===== src/rtl/decode_stage.sv =====
`default_nettype none
// ============================================================================
// Module   : decode_stage
// Brief    : Registered RV32 decode stage with a 2-entry skid buffer so that
//            in_ready comes straight from a flop.
// Revision : 1.0
// ============================================================================
module decode_stage #(
    parameter int unsigned XLEN        = 32,
    parameter int unsigned SUPPORT_M   = 1,
    parameter int unsigned SUPPORT_A   = 1,
    parameter int unsigned SUPPORT_CSR = 1
) (
    input  logic            clk,
    input  logic            rst_n,
    input  logic            flush,
    input  logic            in_valid,
    output logic            in_ready,
    input  logic [XLEN-1:0] in_pc,
    input  logic [31:0]     in_instr,
    output logic            out_valid,
    input  logic            out_ready,
    output logic [XLEN-1:0] out_pc,
    output logic [31:0]     out_instr,
    output logic [4:0]      out_rd,
    output logic [4:0]      out_rs1,
    output logic [4:0]      out_rs2,
    output logic [2:0]      out_funct3,
    output logic [31:0]     out_imm,
    output logic [3:0]      out_class,
    output logic            out_illegal,
    output logic            out_uses_rs1,
    output logic            out_uses_rs2,
    output logic            out_writes_rd
);

    localparam logic [6:0] OPC_LOAD     = 7'b0000011;
    localparam logic [6:0] OPC_STORE    = 7'b0100011;
    localparam logic [6:0] OPC_BRANCH   = 7'b1100011;
    localparam logic [6:0] OPC_JAL      = 7'b1101111;
    localparam logic [6:0] OPC_JALR     = 7'b1100111;
    localparam logic [6:0] OPC_LUI      = 7'b0110111;
    localparam logic [6:0] OPC_AUIPC    = 7'b0010111;
    localparam logic [6:0] OPC_OP_IMM   = 7'b0010011;
    localparam logic [6:0] OPC_OP       = 7'b0110011;
    localparam logic [6:0] OPC_SYSTEM   = 7'b1110011;
    localparam logic [6:0] OPC_MISC_MEM = 7'b0001111;
    localparam logic [6:0] OPC_AMO      = 7'b0101111;

    localparam logic [3:0] C_ALU_REG = 4'd0;
    localparam logic [3:0] C_ALU_IMM = 4'd1;
    localparam logic [3:0] C_LOAD    = 4'd2;
    localparam logic [3:0] C_STORE   = 4'd3;
    localparam logic [3:0] C_BRANCH  = 4'd4;
    localparam logic [3:0] C_JAL     = 4'd5;
    localparam logic [3:0] C_JALR    = 4'd6;
    localparam logic [3:0] C_LUI     = 4'd7;
    localparam logic [3:0] C_AUIPC   = 4'd8;
    localparam logic [3:0] C_MUL     = 4'd9;
    localparam logic [3:0] C_DIV     = 4'd10;
    localparam logic [3:0] C_AMO     = 4'd11;
    localparam logic [3:0] C_CSR     = 4'd12;
    localparam logic [3:0] C_ENV     = 4'd13;
    localparam logic [3:0] C_FENCE   = 4'd14;
    localparam logic [3:0] C_ILLEGAL = 4'd15;

    localparam logic [4:0] F5_LR = 5'b00010;

    typedef struct packed {
        logic [XLEN-1:0] pc;
        logic [31:0]     instr;
        logic [4:0]      rd;
        logic [4:0]      rs1;
        logic [4:0]      rs2;
        logic [2:0]      funct3;
        logic [31:0]     imm;
        logic [3:0]      iclass;
        logic            illegal;
        logic            uses_rs1;
        logic            uses_rs2;
        logic            writes_rd;
    } entry_t;

    logic [6:0]  opcode;
    logic [2:0]  funct3;
    logic [6:0]  funct7;
    logic [4:0]  funct5;
    logic [31:0] imm_i, imm_s, imm_b, imm_u, imm_j;
    logic        amo_f5_ok;
    logic        env_exact;

    logic [3:0]  cls;
    logic [31:0] imm;
    logic        use1, use2, wr;
    entry_t      dec;

    entry_t      main_q, main_d, skid_q, skid_d;
    logic        main_valid_q, main_valid_d;
    logic        skid_valid_q, skid_valid_d;
    logic        in_ready_q, in_ready_d;
    logic        accept;

    assign opcode = in_instr[6:0];
    assign funct3 = in_instr[14:12];
    assign funct7 = in_instr[31:25];
    assign funct5 = in_instr[31:27];

    assign imm_i = {{20{in_instr[31]}}, in_instr[31:20]};
    assign imm_s = {{20{in_instr[31]}}, in_instr[31:25], in_instr[11:7]};
    assign imm_b = {{19{in_instr[31]}}, in_instr[31], in_instr[7], in_instr[30:25],
                    in_instr[11:8], 1'b0};
    assign imm_u = {in_instr[31:12], 12'b0};
    assign imm_j = {{11{in_instr[31]}}, in_instr[31], in_instr[19:12], in_instr[20],
                    in_instr[30:21], 1'b0};

    // ECALL, EBREAK, MRET, WFI are the only funct3=000 SYSTEM words accepted
    assign env_exact = (in_instr == 32'h0000_0073) || (in_instr == 32'h0010_0073) ||
                       (in_instr == 32'h3020_0073) || (in_instr == 32'h1050_0073);

    always_comb begin
        amo_f5_ok = 1'b0;
        case (funct5)
            5'b00010, 5'b00011, 5'b00001, 5'b00000, 5'b00100, 5'b01100,
            5'b01000, 5'b10000, 5'b10100, 5'b11000, 5'b11100: amo_f5_ok = 1'b1;
            default: amo_f5_ok = 1'b0;
        endcase
    end

    always_comb begin
        cls  = C_ILLEGAL;
        imm  = '0;
        use1 = 1'b0;
        use2 = 1'b0;
        wr   = 1'b0;
        case (opcode)
            OPC_LUI:   begin cls = C_LUI;   imm = imm_u; wr = 1'b1; end
            OPC_AUIPC: begin cls = C_AUIPC; imm = imm_u; wr = 1'b1; end
            OPC_JAL:   begin cls = C_JAL;   imm = imm_j; wr = 1'b1; end
            OPC_JALR: begin
                imm = imm_i; use1 = 1'b1; wr = 1'b1;
                if (funct3 == 3'b000) cls = C_JALR;
            end
            OPC_BRANCH: begin
                imm = imm_b; use1 = 1'b1; use2 = 1'b1;
                if (funct3 != 3'b010 && funct3 != 3'b011) cls = C_BRANCH;
            end
            OPC_LOAD: begin
                imm = imm_i; use1 = 1'b1; wr = 1'b1;
                if (funct3 != 3'b011 && funct3 != 3'b110 && funct3 != 3'b111) cls = C_LOAD;
            end
            OPC_STORE: begin
                imm = imm_s; use1 = 1'b1; use2 = 1'b1;
                if (funct3 <= 3'b010) cls = C_STORE;
            end
            OPC_OP_IMM: begin
                imm = imm_i; use1 = 1'b1; wr = 1'b1;
                if (funct3 == 3'b001) begin
                    if (funct7 == 7'b0000000) cls = C_ALU_IMM;
                end else if (funct3 == 3'b101) begin
                    if (funct7 == 7'b0000000 || funct7 == 7'b0100000) cls = C_ALU_IMM;
                end else begin
                    cls = C_ALU_IMM;
                end
            end
            OPC_OP: begin
                use1 = 1'b1; use2 = 1'b1; wr = 1'b1;
                if (funct7 == 7'b0000000)
                    cls = C_ALU_REG;
                else if (funct7 == 7'b0100000 && (funct3 == 3'b000 || funct3 == 3'b101))
                    cls = C_ALU_REG;
                else if (funct7 == 7'b0000001 && SUPPORT_M != 0)
                    cls = funct3[2] ? C_DIV : C_MUL;
            end
            OPC_MISC_MEM: begin cls = C_FENCE; imm = imm_i; end
            OPC_AMO: begin
                use1 = 1'b1; use2 = (funct5 != F5_LR); wr = 1'b1;
                if (SUPPORT_A != 0 && funct3 == 3'b010 && amo_f5_ok &&
                    !(funct5 == F5_LR && in_instr[24:20] != 5'd0))
                    cls = C_AMO;
            end
            OPC_SYSTEM: begin
                imm = imm_i;
                if (funct3 == 3'b000) begin
                    if (env_exact) cls = C_ENV;
                end else if (funct3 != 3'b100 && SUPPORT_CSR != 0) begin
                    cls  = C_CSR;
                    use1 = ~funct3[2];
                    wr   = 1'b1;
                end
            end
            default: cls = C_ILLEGAL;
        endcase
        // Illegal words travel with a clean payload so nothing downstream acts on them
        if (cls == C_ILLEGAL) begin
            imm  = '0;
            use1 = 1'b0;
            use2 = 1'b0;
            wr   = 1'b0;
        end
        if (in_instr[11:7] == 5'd0) wr = 1'b0;
    end

    always_comb begin
        dec           = '0;
        dec.pc        = in_pc;
        dec.instr     = in_instr;
        dec.rd        = in_instr[11:7];
        dec.rs1       = in_instr[19:15];
        dec.rs2       = in_instr[24:20];
        dec.funct3    = funct3;
        dec.imm       = imm;
        dec.iclass    = cls;
        dec.illegal   = (cls == C_ILLEGAL);
        dec.uses_rs1  = use1;
        dec.uses_rs2  = use2;
        dec.writes_rd = wr;
    end

    // in_ready_q is low exactly when the skid entry is occupied
    assign accept = in_valid && in_ready_q && !flush;

    always_comb begin
        main_d       = main_q;
        skid_d       = skid_q;
        main_valid_d = main_valid_q;
        skid_valid_d = skid_valid_q;
        if (flush) begin
            main_valid_d = 1'b0;
            skid_valid_d = 1'b0;
        end else if (!main_valid_q || out_ready) begin
            if (skid_valid_q) begin
                main_d       = skid_q;
                main_valid_d = 1'b1;
                skid_valid_d = 1'b0;
            end else begin
                main_valid_d = accept;
                if (accept) main_d = dec;
            end
        end else if (accept) begin
            skid_d       = dec;
            skid_valid_d = 1'b1;
        end
        in_ready_d = ~skid_valid_d;
    end

    always_ff @(posedge clk or negedge rst_n) begin
        if (!rst_n) begin
            main_q       <= '0;
            skid_q       <= '0;
            main_valid_q <= 1'b0;
            skid_valid_q <= 1'b0;
            in_ready_q   <= 1'b1;
        end else begin
            main_q       <= main_d;
            skid_q       <= skid_d;
            main_valid_q <= main_valid_d;
            skid_valid_q <= skid_valid_d;
            in_ready_q   <= in_ready_d;
        end
    end

    assign in_ready      = in_ready_q;
    assign out_valid     = main_valid_q;
    assign out_pc        = main_q.pc;
    assign out_instr     = main_q.instr;
    assign out_rd        = main_q.rd;
    assign out_rs1       = main_q.rs1;
    assign out_rs2       = main_q.rs2;
    assign out_funct3    = main_q.funct3;
    assign out_imm       = main_q.imm;
    assign out_class     = main_q.iclass;
    assign out_illegal   = main_q.illegal;
    assign out_uses_rs1  = main_q.uses_rs1;
    assign out_uses_rs2  = main_q.uses_rs2;
    assign out_writes_rd = main_q.writes_rd;

endmodule
`default_nettype wire


===== config.mk =====
export PLATFORM = sky130hd
export DESIGN_NAME = decode_stage
export DESIGN_NICKNAME = d
export VERILOG_FILES = /design/src/rtl/decode_stage.sv
export SDC_FILE = /design/constraint.sdc
export NUM_CORES = 1
export LEC_CHECK = 0
export ABC_AREA = 1
export BUFFER_PORTS_ARGS = -buffer_cell sky130_fd_sc_hd__buf_2
export CORE_MARGIN = 1.5
export CORE_UTILIZATION = 45
export CTS_CLUSTER_SIZE = 12
export DETAILED_ROUTE_END_ITERATION = 10
export HOLD_SLACK_MARGIN = 0.02
export PLACE_DENSITY = 0.7
export SLEW_MARGIN = 20
export SYNTH_ARGS = -nofsm -noshare
export SYNTH_HDL_FRONTEND = slang
export SYNTH_SLANG_ARGS = --single-unit

===== constraint.sdc =====
create_clock -name clk -period 4.07 [get_ports clk]
set_input_delay 0.2035 -clock clk [delete_from_list [all_inputs] [get_ports clk]]
set_output_delay 0.2035 -clock clk [all_outputs]
set_load 0.02 [all_outputs]

==> flow_summary.toml <==
[worst_setup_path]
critical_path.endpoint_type = "flop"
max_stage_delay_ns = 0.64
reg2reg_from = "skid_valid_q"
reg2reg_slack_ns = 1.38
r2r_cells = 5
worstPathRequired_ns = 4.45
path_class = "reg2reg"
start_kind = "flop"
critical_path_arrival_ns = 3.07
cp_slowest_cell = "nand3_4"
crit_chain = "inv_6, nand2_1, nand3_4, buf_4, o21ai_0"
crit_family = "buffers and inverters"
r2r-end = "out_instr[8]"
cp_max_fo = 118
crit_buf_inv = 2

[sta]
relSlewSlack_pct = 38.74
tns_ns = 0
rsz0062_at_grt = "no"
drv_slew = 0
fin_crit_sh_pct = 66.03
hold_viol = 0
fin_skew_ns = 0.008050
period_minus_slack_ns = 2.687
setup_viol = 0
tightest_slew_ns = 0.9189
max_freq_mhz = 372.1

[power_and_ir_drop]
p_sw_share_pct = 29.93
clkPwrFrac_pct = 36.8
p_sw_mw = 1.759
ir_drop_uv = 294.9
p_per_area_nw_per_um2 = 476.6
p_comb_share_pct = 18.5
sequentialPowerShare_pct = 44.7
p_leak_nw = 6.906
internal_power_mw = 4.117
design_power_total_mw = 5.876

[synth]
syn_nets = 1407
synth_area_um2 = 10180
synth_seq_cells = 211
syn_avg_cell_area_um2 = 7.605
synthDistinctLibCells = 29
ys_warn_count = 0
synthCells = 1338
ys_seq_area_share_pct = 51.90

[layout]
diodes = 0
post-route-util_pct = 55.98
fin_nets = 1579
drive_gt1_share_pct = 18.99
area_delta_synth_final_pct = 21.17

[clock_network]
ctsResizeCount = 0
cts_root_buf = "clkbuf_16"
cts_tree = "yes"
htree_levels = 1
post_cts_buffers = 0
clk_pin_slew_ns = 0.06
clock_sinks = 211
clockBufferDepth = 3
numCtsBuffers = 24
clkLatencyLatePin_ns = 0.51
cts_hold_buffers = 36

[drt]
drtIter0Drc = 743
dr_wl_met3_um = 1715
ant_nets = 0
met1_length_um = 12080
highest_layer = "met4"
avgRoutedWirePerCell_um = 14.44
wl_um = 26090
drc_errors = 0
first_pass_iters = 5
vias_per_cell = 4.957
dr_wl_met2_um = 11860
dr_total_vias = 8957

[global_routing]
track_usage_pct = 22.44
grt_pass1_wl_um = 43160
grt_pass1_vias = 8388
overflow = 0
antenna_found_initial = 0
grt_max_degree = 147

[floorplanning]
die_h_um = 153.4
rows = 54
start_util_pct = 46.20
die_area_um2 = 23520
coreArea_um2 = 22030
ioPinCount = 193
die_w_um = 153.4

[hold_path]
hold_path_class = "in2reg"
min_to = "skid_q[60]"
worstHoldPathCells = 3
hp-start = "in_instr[2]"

[placed_design]
gp_congestion = 0.9361
dp_hpwl_um = 17470
io_buffers = 192

[run]
drv_cap = 0

[status]
status = "finished, final reports clean"
-- area by class of cell --
class,count,area (µm²)
fill,2055,9696
sequential,211,5281
multi-input combinational,946,4136
timing repair buffer,236,1416
clock buffer,34,688.2
inverter,91,351.6
tap,280,350.3
clock inverter,9,106.4
-- power groups by stage --
stage          registers, mW  clock network (mW)  logic [mW]
3_5_place_dp            2.66                   0        1.07
2_1_floorplan           2.82                   0       0.544
5_1_grt                 2.67                2.28        1.23
4_1_cts                 2.63                2.21        1.10
6_report                2.63                2.16        1.09
3_3_place_gp            2.65                   0        1.05
-- worst register-to-register path, delay by kind of cell (launching register included) --
kind | cells | cell delay (ns)
buffers and inverters | 2 | 1.01
AO/OA/AOI/OAI | 1 | 0.15
flip-flops | 1 | 0.50
AND/OR/NAND/NOR | 2 | 0.91
-- state kept, by name (all words and copies together), names as in the netlist, 4 cells and up --
name	cells
skid_q	104
out_imm	32
out_instr	32
out_pc	32
out_class	4
-- cell families after synthesis --
kind of cell	count (synthesis)	share of synthesized area, %
buffers and inverters	181	7.574
DFF	211	51.90
and+or+nand+nor	665	26.52
AOI/OAI and AO/OA	281	14.00
-- cell usage after synthesis --
master    count  area, µm²
clkbuf_1     63      236.5
nor2_1      128      480.5
nand2_8       1      20.02
nor2_2       11      68.82
buf_1         5      18.77
o211ai_1      2      15.01
nand3_2       3      30.03
inv_2         7      26.28
buf_6         3      33.78
a21o_1        1      7.510
nor3_1        3      15.01
o22ai_1       5      31.28
o21ai_1      29      145.1
dfstp_2       1      26.28
inv_1        83      311.6
o21a_1        2      15.01
nand2_2      22      137.6
o21ai_0     232       1161
buf_2         1      5.000
buf_4        18      135.1
a21oi_1      10      50.05
clkinv_1      1      3.750
nand4_1       5      31.28
nand3_1      21      105.1
nand3b_1      1      7.510
nand2_1     466       1749
nor2_8        1      20.02
dfrtp_1     210       5255
nor2_4        3      33.78
-- per-stage QoR --
step | std cells | worst slack (ns) | hold slack, ns | area, µm²
after global placement | 1728 | 1.436 | 0.2027 | 11180
after global routing | 1807 | 1.011 | 0.04531 | 12330
after CTS | 1807 | 1.349 | 0.02842 | 12330
final | 1807 | 1.383 | 0.04383 | 12330
after detailed placement | 1728 | 1.362 | 0.2083 | 11180
after floorplan | 1338 | 2.356 | -0.09209 | 10180
-- how the worst max path moves through the flow --
stage               depth (start not counted)          from       endpoint
floorplan                                  11     out_valid     skid_q[10]
global placement                            5  skid_valid_q  out_instr[12]
detailed placement                          5  skid_valid_q     out_pc[30]
CTS                                         6  skid_valid_q  out_instr[27]
global route                                6  skid_valid_q   out_instr[0]
finish                                      5  skid_valid_q   out_instr[8]
-- per-layer routing --
metal | GRT usage (%) | vias to the layer above
met1 | 31.69 | 4097
met5 | 0 | -
li1 | - | 4555
met4 | 5.687 | 0
met3 | 4.281 | 31
met2 | 35.67 | 274
-- cell usage in the layout, fill, tap and decap left out, types with 6 or more instances in the layout --
cell type / count
clkinv_2: 6
nand2_2: 22
buf_2: 191
inv_2: 7
buf_4: 6
o21ai_1: 29
o21ai_0: 232
inv_1: 82
clkbuf_16: 24
nand2_1: 466
dlygate4sd3_1: 36
nor2_1: 128
nand3_1: 20
dfrtp_1: 210
nor2_2: 11
a21oi_1: 10
No activity file was read; power rests on OpenSTA's default activity.
